<file path="config.mk">
export PLATFORM = sky130hd
export DESIGN_NAME = reg_status_file
export DESIGN_NICKNAME = d
export VERILOG_FILES = /design/src/rtl/reg_status_file.sv
export SDC_FILE = /design/constraint.sdc
export NUM_CORES = 2
export LEC_CHECK = 0
export ABC_CLOCK_PERIOD_IN_PS = 7900
export BUFFER_PORTS_ARGS = -buffer_cell sky130_fd_sc_hd__buf_2
export CAP_MARGIN = 20
export CORE_UTILIZATION = 41
export CTS_BUF_LIST = sky130_fd_sc_hd__clkbuf_4 sky130_fd_sc_hd__clkbuf_8
export DETAILED_ROUTE_END_ITERATION = 8
export PLACE_DENSITY = 0.63
export SLEW_MARGIN = 20
export SYNTH_ARGS = -nofsm -noshare
export SYNTH_HDL_FRONTEND = slang
export SYNTH_SLANG_ARGS = --single-unit
</file>
<file path="constraint.sdc">
create_clock -name clk -period 7.9 [get_ports clk]
set_clock_uncertainty 0.2 [all_clocks]
set_input_delay 0.395 -clock clk [delete_from_list [all_inputs] [get_ports clk]]
set_output_delay 0.395 -clock clk [all_outputs]
set_load 0.1 [all_outputs]
</file>
<file path="src/rtl/reg_status_file.sv">
// reg_status_file: architectural register file with per-register rename status and commit bypass
module reg_status_file #(
   parameter int REG_NUM   = 32,
   parameter int REG_IDX_W = 5,
   parameter int DATA_W    = 32,
   parameter int ROB_ID_W  = 4
) (
   input  logic                 clk,
   input  logic                 rst,
   input  logic                 rdy,
   input  logic [REG_IDX_W-1:0] id_rs1,
   input  logic [REG_IDX_W-1:0] id_rs2,
   output logic                 rs1_ready,
   output logic [DATA_W-1:0]    rs1_value,
   output logic [ROB_ID_W-1:0]  rs1_rob_id,
   output logic                 rs2_ready,
   output logic [DATA_W-1:0]    rs2_value,
   output logic [ROB_ID_W-1:0]  rs2_rob_id,
   input  logic                 id_rename_valid,
   input  logic [REG_IDX_W-1:0] id_rd,
   input  logic [ROB_ID_W-1:0]  id_rob_id,
   input  logic                 rob_commit_valid,
   input  logic [REG_IDX_W-1:0] rob_commit_rd,
   input  logic [ROB_ID_W-1:0]  rob_commit_id,
   input  logic [DATA_W-1:0]    rob_commit_value,
   input  logic                 roll_back_flag
);
   logic [DATA_W-1:0]    r_value [REG_NUM];
   logic [ROB_ID_W-1:0]  r_tag   [REG_NUM];
   logic [REG_NUM-1:0]   r_busy;
   logic [REG_IDX_W-1:0] w_idx   [2];
   logic                 w_ready [2];
   logic [DATA_W-1:0]    w_val   [2];
   logic [ROB_ID_W-1:0]  w_rob   [2];

   assign w_idx[0]   = id_rs1;
   assign w_idx[1]   = id_rs2;
   assign rs1_ready  = w_ready[0];
   assign rs1_value  = w_val[0];
   assign rs1_rob_id = w_rob[0];
   assign rs2_ready  = w_ready[1];
   assign rs2_value  = w_val[1];
   assign rs2_rob_id = w_rob[1];

   // state update: commit writes value, rename (listed last) overrides busy/tag, flush clears busy
   always_ff @(posedge clk) begin
      if (rst) begin
         r_busy <= '0;
         for (int i = 0; i < REG_NUM; i++) begin
            r_value[i] <= '0;
            r_tag[i]   <= '0;
         end
      end else if (rdy) begin
         if (roll_back_flag)
            r_busy <= '0;
         if (rob_commit_valid && rob_commit_rd != '0) begin
            r_value[rob_commit_rd] <= rob_commit_value;
            if (r_tag[rob_commit_rd] == rob_commit_id)
               r_busy[rob_commit_rd] <= 1'b0;
         end
         if (id_rename_valid && id_rd != '0 && !roll_back_flag) begin
            r_busy[id_rd] <= 1'b1;
            r_tag[id_rd]  <= id_rob_id;
         end
      end
   end

   // operand lookup on the pre-rename map, with same-cycle commit bypass
   always_comb begin
      for (int p = 0; p < 2; p++) begin
         w_ready[p] = 1'b1;
         w_val[p]   = '0;
         w_rob[p]   = '0;
         if (!rst && w_idx[p] != '0) begin
            if (!r_busy[w_idx[p]])
               w_val[p] = r_value[w_idx[p]];
            else if (rob_commit_valid && rob_commit_rd == w_idx[p] && rob_commit_id == r_tag[w_idx[p]])
               w_val[p] = rob_commit_value;
            else begin
               w_ready[p] = 1'b0;
               w_rob[p]   = r_tag[w_idx[p]];
            end
         end
      end
   end
endmodule

</file>
==> report_table.html <==
<table>
<tr><th>Metric</th><th>Value</th></tr>
<tr><th colspan="2">Floorplanning</th></tr>
<tr><td>Core ar.</td><td>between 150,000 and 200,000 sq um</td></tr>
<tr><td>Num ports</td><td>140</td></tr>
<tr><td>Area of the die</td><td>between 150,000 and 200,000 sq um</td></tr>
<tr><td>Vertical die dimension</td><td>roughly 400 um</td></tr>
<tr><td>Starting Density</td><td>about two fifths</td></tr>
<tr><td>Die boundary width</td><td>roughly 400 um</td></tr>
<tr><td>Number of placement rows</td><td>about 150</td></tr>
<tr><th colspan="2">Setup path</th></tr>
<tr><td>Reg-to-reg setup timing slack</td><td>about 4.4 ns</td></tr>
<tr><td>RR Startpoint</td><td>r_tag[7][2]$_SDFFCE_PN0P_</td></tr>
<tr><td>RR Endpoint</td><td>r_busy[15]$_SDFFE_PP0P_</td></tr>
<tr><td>Worst Reg2Reg Path Length in Cells</td><td>9</td></tr>
<tr><td>Path type of the worst setup path</td><td>reg -&gt; out</td></tr>
<tr><td>Maximum fanout count along the critical path</td><td>22</td></tr>
<tr><td>Critical path required time</td><td>approximately 7.3 ns</td></tr>
<tr><td>Sort of element at the end of the critical path</td><td>primary output</td></tr>
<tr><td>Arrival time worst endpoint</td><td>roughly 5 ns</td></tr>
<tr><td>Startpoint kind of the worst setup timing path</td><td>flip-flop</td></tr>
<tr><th colspan="2">Layout</th></tr>
<tr><td>Fraction of layout cells with a size suffix above 1</td><td>27.0%</td></tr>
<tr><td>Layout net count</td><td>~4,700</td></tr>
<tr><td>Layout overhead on the synthesized area</td><td>11.0%</td></tr>
<tr><td>Count of placed standard cells in the final layout, fillers left out</td><td>approximately 7,000</td></tr>
<tr><th colspan="2">STA</th></tr>
<tr><td>Minimum clock period after layout</td><td>~5.7 ns</td></tr>
<tr><td>Final Slew Violations</td><td>0</td></tr>
<tr><td>Final hold violation count</td><td>0</td></tr>
<tr><td>Unrepaired setup endpoints after global routing</td><td>false</td></tr>
<tr><td>Total Negative Setup Slacks</td><td>0 ns</td></tr>
<tr><td>Slew at the pin closest to its max-slew limit</td><td>1.20 ns</td></tr>
<tr><td>Period utilization</td><td>approximately 72%</td></tr>
<tr><td>Relative max-transition margin</td><td>19.9%</td></tr>
<tr><td>Maximum clock rate</td><td>about 180 MHz</td></tr>
<tr><td>Count of final setup violators</td><td>0</td></tr>
<tr><td>Setup slack after layout</td><td>roughly 2.2 ns</td></tr>
<tr><th colspan="2">Synth</th></tr>
<tr><td>Number of warnings printed during yosys synthesis</td><td>0</td></tr>
<tr><td>Library cell with the largest summed area after synthesis</td><td>edfxtp_1</td></tr>
<tr><td>Synth unique cells</td><td>54</td></tr>
<tr><td>Post-synth top cells</td><td>1,152 x edfxtp_1, 998 x and2_1, 584 x mux4_2</td></tr>
<tr><td>Sequential cell area fraction in the yosys report</td><td>between 50% and 60%</td></tr>
<tr><td>Yosys reg bits</td><td>approximately 1,200</td></tr>
<tr><td>Most repeated cell in the gate-level netlist after synthesis</td><td>edfxtp_1</td></tr>
<tr><td>Fraction of post-synthesis cell area in the top cell type by area</td><td>between 50% and 60%</td></tr>
<tr><td>Async set-reset flop share out of synthesis</td><td>0%</td></tr>
<tr><td>Post-synth EDFFs</td><td>1,152</td></tr>
<tr><td>Average size of a mapped cell</td><td>around 14 sq um</td></tr>
<tr><td>Synth Flop Type</td><td>edfxtp_1</td></tr>
<tr><td>Post-Synthesis Cells</td><td>4,596</td></tr>
<tr><td>Summed instance area of the synthesized netlist</td><td>66,100 sq um</td></tr>
<tr><td>Synth area leaders</td><td>edfxtp_1 52%, mux4_2 20%, and2_1 9.4%, mux2i_1 4.4%, clkbuf_1 2.2%</td></tr>
<tr><th colspan="2">Detailed routing</th></tr>
<tr><td>Number of antenna-violating nets in the routed design</td><td>0</td></tr>
<tr><td>Routed met2 length</td><td>about 110,000 um</td></tr>
<tr><td>Metal1 wirelength</td><td>89,800 um</td></tr>
<tr><td>Met3 Wirelength</td><td>between 20,000 and 25,000 um</td></tr>
<tr><td>Drt drc</td><td>0</td></tr>
<tr><td>Via count</td><td>44,500</td></tr>
<tr><td>Length of the first detailed-routing pass in iterations</td><td>7</td></tr>
<tr><td>Final Routed Wirelength</td><td>around 230,000 um</td></tr>
<tr><td>Average wire length per cell after detail routing</td><td>33.6 um</td></tr>
<tr><td>Top layer reached by signal wires</td><td>met5</td></tr>
<tr><td>Violation count after the first detailed-routing iteration</td><td>6,374</td></tr>
<tr><td>Vias/cell</td><td>6.40</td></tr>
<tr><th colspan="2">Global routing</th></tr>
<tr><td>Initial antenna violation count</td><td>25</td></tr>
<tr><td>Global-route wire length before repair</td><td>327,000 um</td></tr>
<tr><td>Pin count of the biggest net entering global routing</td><td>121</td></tr>
<tr><td>Vias in the first global route</td><td>around 44,000</td></tr>
<tr><td>Global router's overall resource usage</td><td>roughly 28%</td></tr>
<tr><td>Overall overflow remaining after global route</td><td>0</td></tr>
<tr><th colspan="2">Clock network</th></tr>
<tr><td>TritonCTS clock tree</td><td>done</td></tr>
<tr><td>Number of buffers on the longest clock path</td><td>3</td></tr>
<tr><td>CTS Root Cell</td><td>clkbuf_8</td></tr>
<tr><td>Clk sink count</td><td>approximately 1,200</td></tr>
<tr><td>Post_cts resized</td><td>0</td></tr>
<tr><td>Reg clk slew, reported paths</td><td>approximately 0.070 ns</td></tr>
<tr><td>Total CTS buffers</td><td>200</td></tr>
<tr><td>H-Tree Depth</td><td>4</td></tr>
<tr><td>Clock Latency Late Sink</td><td>roughly 0.96 ns</td></tr>
<tr><th colspan="2">Run status</th></tr>
<tr><td>Result of the run</td><td>finished clean</td></tr>
<tr><th colspan="2">Worst hold path</th></tr>
<tr><td>End point of the worst hold path</td><td>r_busy[10]$_SDFFE_PP0P_</td></tr>
<tr><td>Worst min-delay path category</td><td>in -&gt; reg</td></tr>
<tr><td>HP Start</td><td>id_rename_valid</td></tr>
<tr><td>Count of cells along the worst hold path</td><td>6</td></tr>
<tr><th colspan="2">Pwr</th></tr>
<tr><td>VDD IR max</td><td>roughly 0.00019 V</td></tr>
<tr><td>Leakage power of the design</td><td>approximately 26 nW</td></tr>
<tr><td>Cell area power density</td><td>206 nW/um^2</td></tr>
<tr><th colspan="2">Job</th></tr>
<tr><td>Number of max-cap violations</td><td>0</td></tr>
<tr><th colspan="2">Placement</th></tr>
<tr><td>HPWL after DPL</td><td>132,000 um</td></tr>
<tr><td>Total instance count after detailed placement</td><td>between 6,000 and 7,000</td></tr>
<tr><td>Buffers on Ports</td><td>between 100 and 150</td></tr>
<tr><td>Minimum setup slack after placement</td><td>about 2.4 ns</td></tr>
<tr><td>Weighted congestion at the end of routability-driven global placement</td><td>~0.9</td></tr>
</table>
==> cell usage in the layout, fill, tap and decap left out, types with 9 or more instances in the layout <==
| cell | count |
|---|---|
| mux2_2 | 46 |
| dlygate4sd3_1 | 51 |
| nor4_1 | 37 |
| buf_2 | 129 |
| nand3_1 | 9 |
| mux4_2 | 584 |
| edfxtp_1 | 1152 |
| nor2b_1 | 30 |
| nor2_1 | 47 |
| nor2_4 | 34 |
| nand2_1 | 152 |
| dfxtp_1 | 32 |
| nand2b_1 | 10 |
| clkbuf_4 | 69 |
| and3_1 | 132 |
| o22ai_1 | 61 |
| conb_1 | 36 |
| and2_1 | 997 |
| a22oi_1 | 66 |
| buf_4 | 123 |
| mux2i_1 | 292 |
| or2_2 | 34 |
| xor2_1 | 12 |
| a21oi_1 | 29 |
| a31oi_1 | 23 |
| o21ai_1 | 23 |
| o211ai_1 | 18 |
| clkinv_2 | 20 |
| diode_2 | 12 |
| a221oi_1 | 80 |
| a21o_1 | 31 |
| clkinv_1 | 53 |
| clkbuf_8 | 200 |
| o21ai_0 | 56 |
==> timing repair <==
action                                  CTS  global route
setup buffers                             0             0
hold buffers                             51             0
endpoints found under the hold margin  1173             0
==> layer usage <==
layer / GRT usage, % / vias up
met1: 38.0 / 23100
met5: 0 / -
met3: 6.10 / 581
li1: - / 17900
met2: 45.1 / 2944
met4: 12.1 / 12
==> area by class of cell <==
type                       instances  area, sq um
multi-input combinational       2936        29200
timing repair buffer             316         2290
tap                             2146         2690
sequential                      1184        35200
inverter                           3         21.3
fill                           14000        85900
antenna                           12         30.0
clock buffer                     269         3270
clock inverter                    90          576
==> critical path, stage by stage (launching register included) <==
cell,delay (ns)
edfxtp_1,0.45
mux4_2,0.48
mux4_2,0.55
mux2i_1,0.26
xor2_1,0.21
nand4_1,0.73
buf_4,0.61
o21ai_0,0.32
buf_2,0.49
==> registers in the layout, summed over array words and instances, names as in the netlist <==
register and cells:
r_busy 32, r_tag 128, r_value 1024
==> report_power, final <==
group          switching (W)  leakage (nW)  internal [W]
combinational        0.00141          12.6      0.000813
sequential          0.000180          11.2       0.00721
clock                0.00270          2.04       0.00277
total                0.00429          25.8        0.0108
==> kinds of logic after synthesis <==
kind of cell | share of synthesized area [%]
simple gates | 13.8
compound gates | 4.39
buf+inv | 3.16
mux | 25.1
other cells | 0.00567
flops | 53.3
xor+xnor | 0.225
==> through the flow <==
stage          cell area (sq um)  util, %  hold WS, ns  total power [W]
2_1_floorplan              66200        -        0.274          0.00895
3_3_place_gp               69000     43.3        0.286          0.00965
3_5_place_dp               69000     43.3        0.298          0.00968
4_1_cts                    73300     46.0      0.00476           0.0151
5_1_grt                    73300     46.0        0.106           0.0155
6_report                   73400     46.1       0.0995           0.0151
==> worst max-delay path by stage <==
stage,depth (start not counted),startpoint,slack [ns],end
global route,8,r_tag[23][2]$_SDFFCE_PN0P_,2.05,rs1_value[30]
floorplan,8,id_rs1[1],2.18,rs1_rob_id[2]
finish,8,r_tag[25][3]$_SDFFCE_PN0P_,2.23,rs1_value[30]
CTS,8,r_tag[23][3]$_SDFFCE_PN0P_,2.20,rs1_value[30]
global placement,11,id_rs1[3],2.48,rs1_value[30]
detailed placement,11,id_rs1[3],2.43,rs1_value[30]
Note: power is estimated with default switching activity, not from simulation.
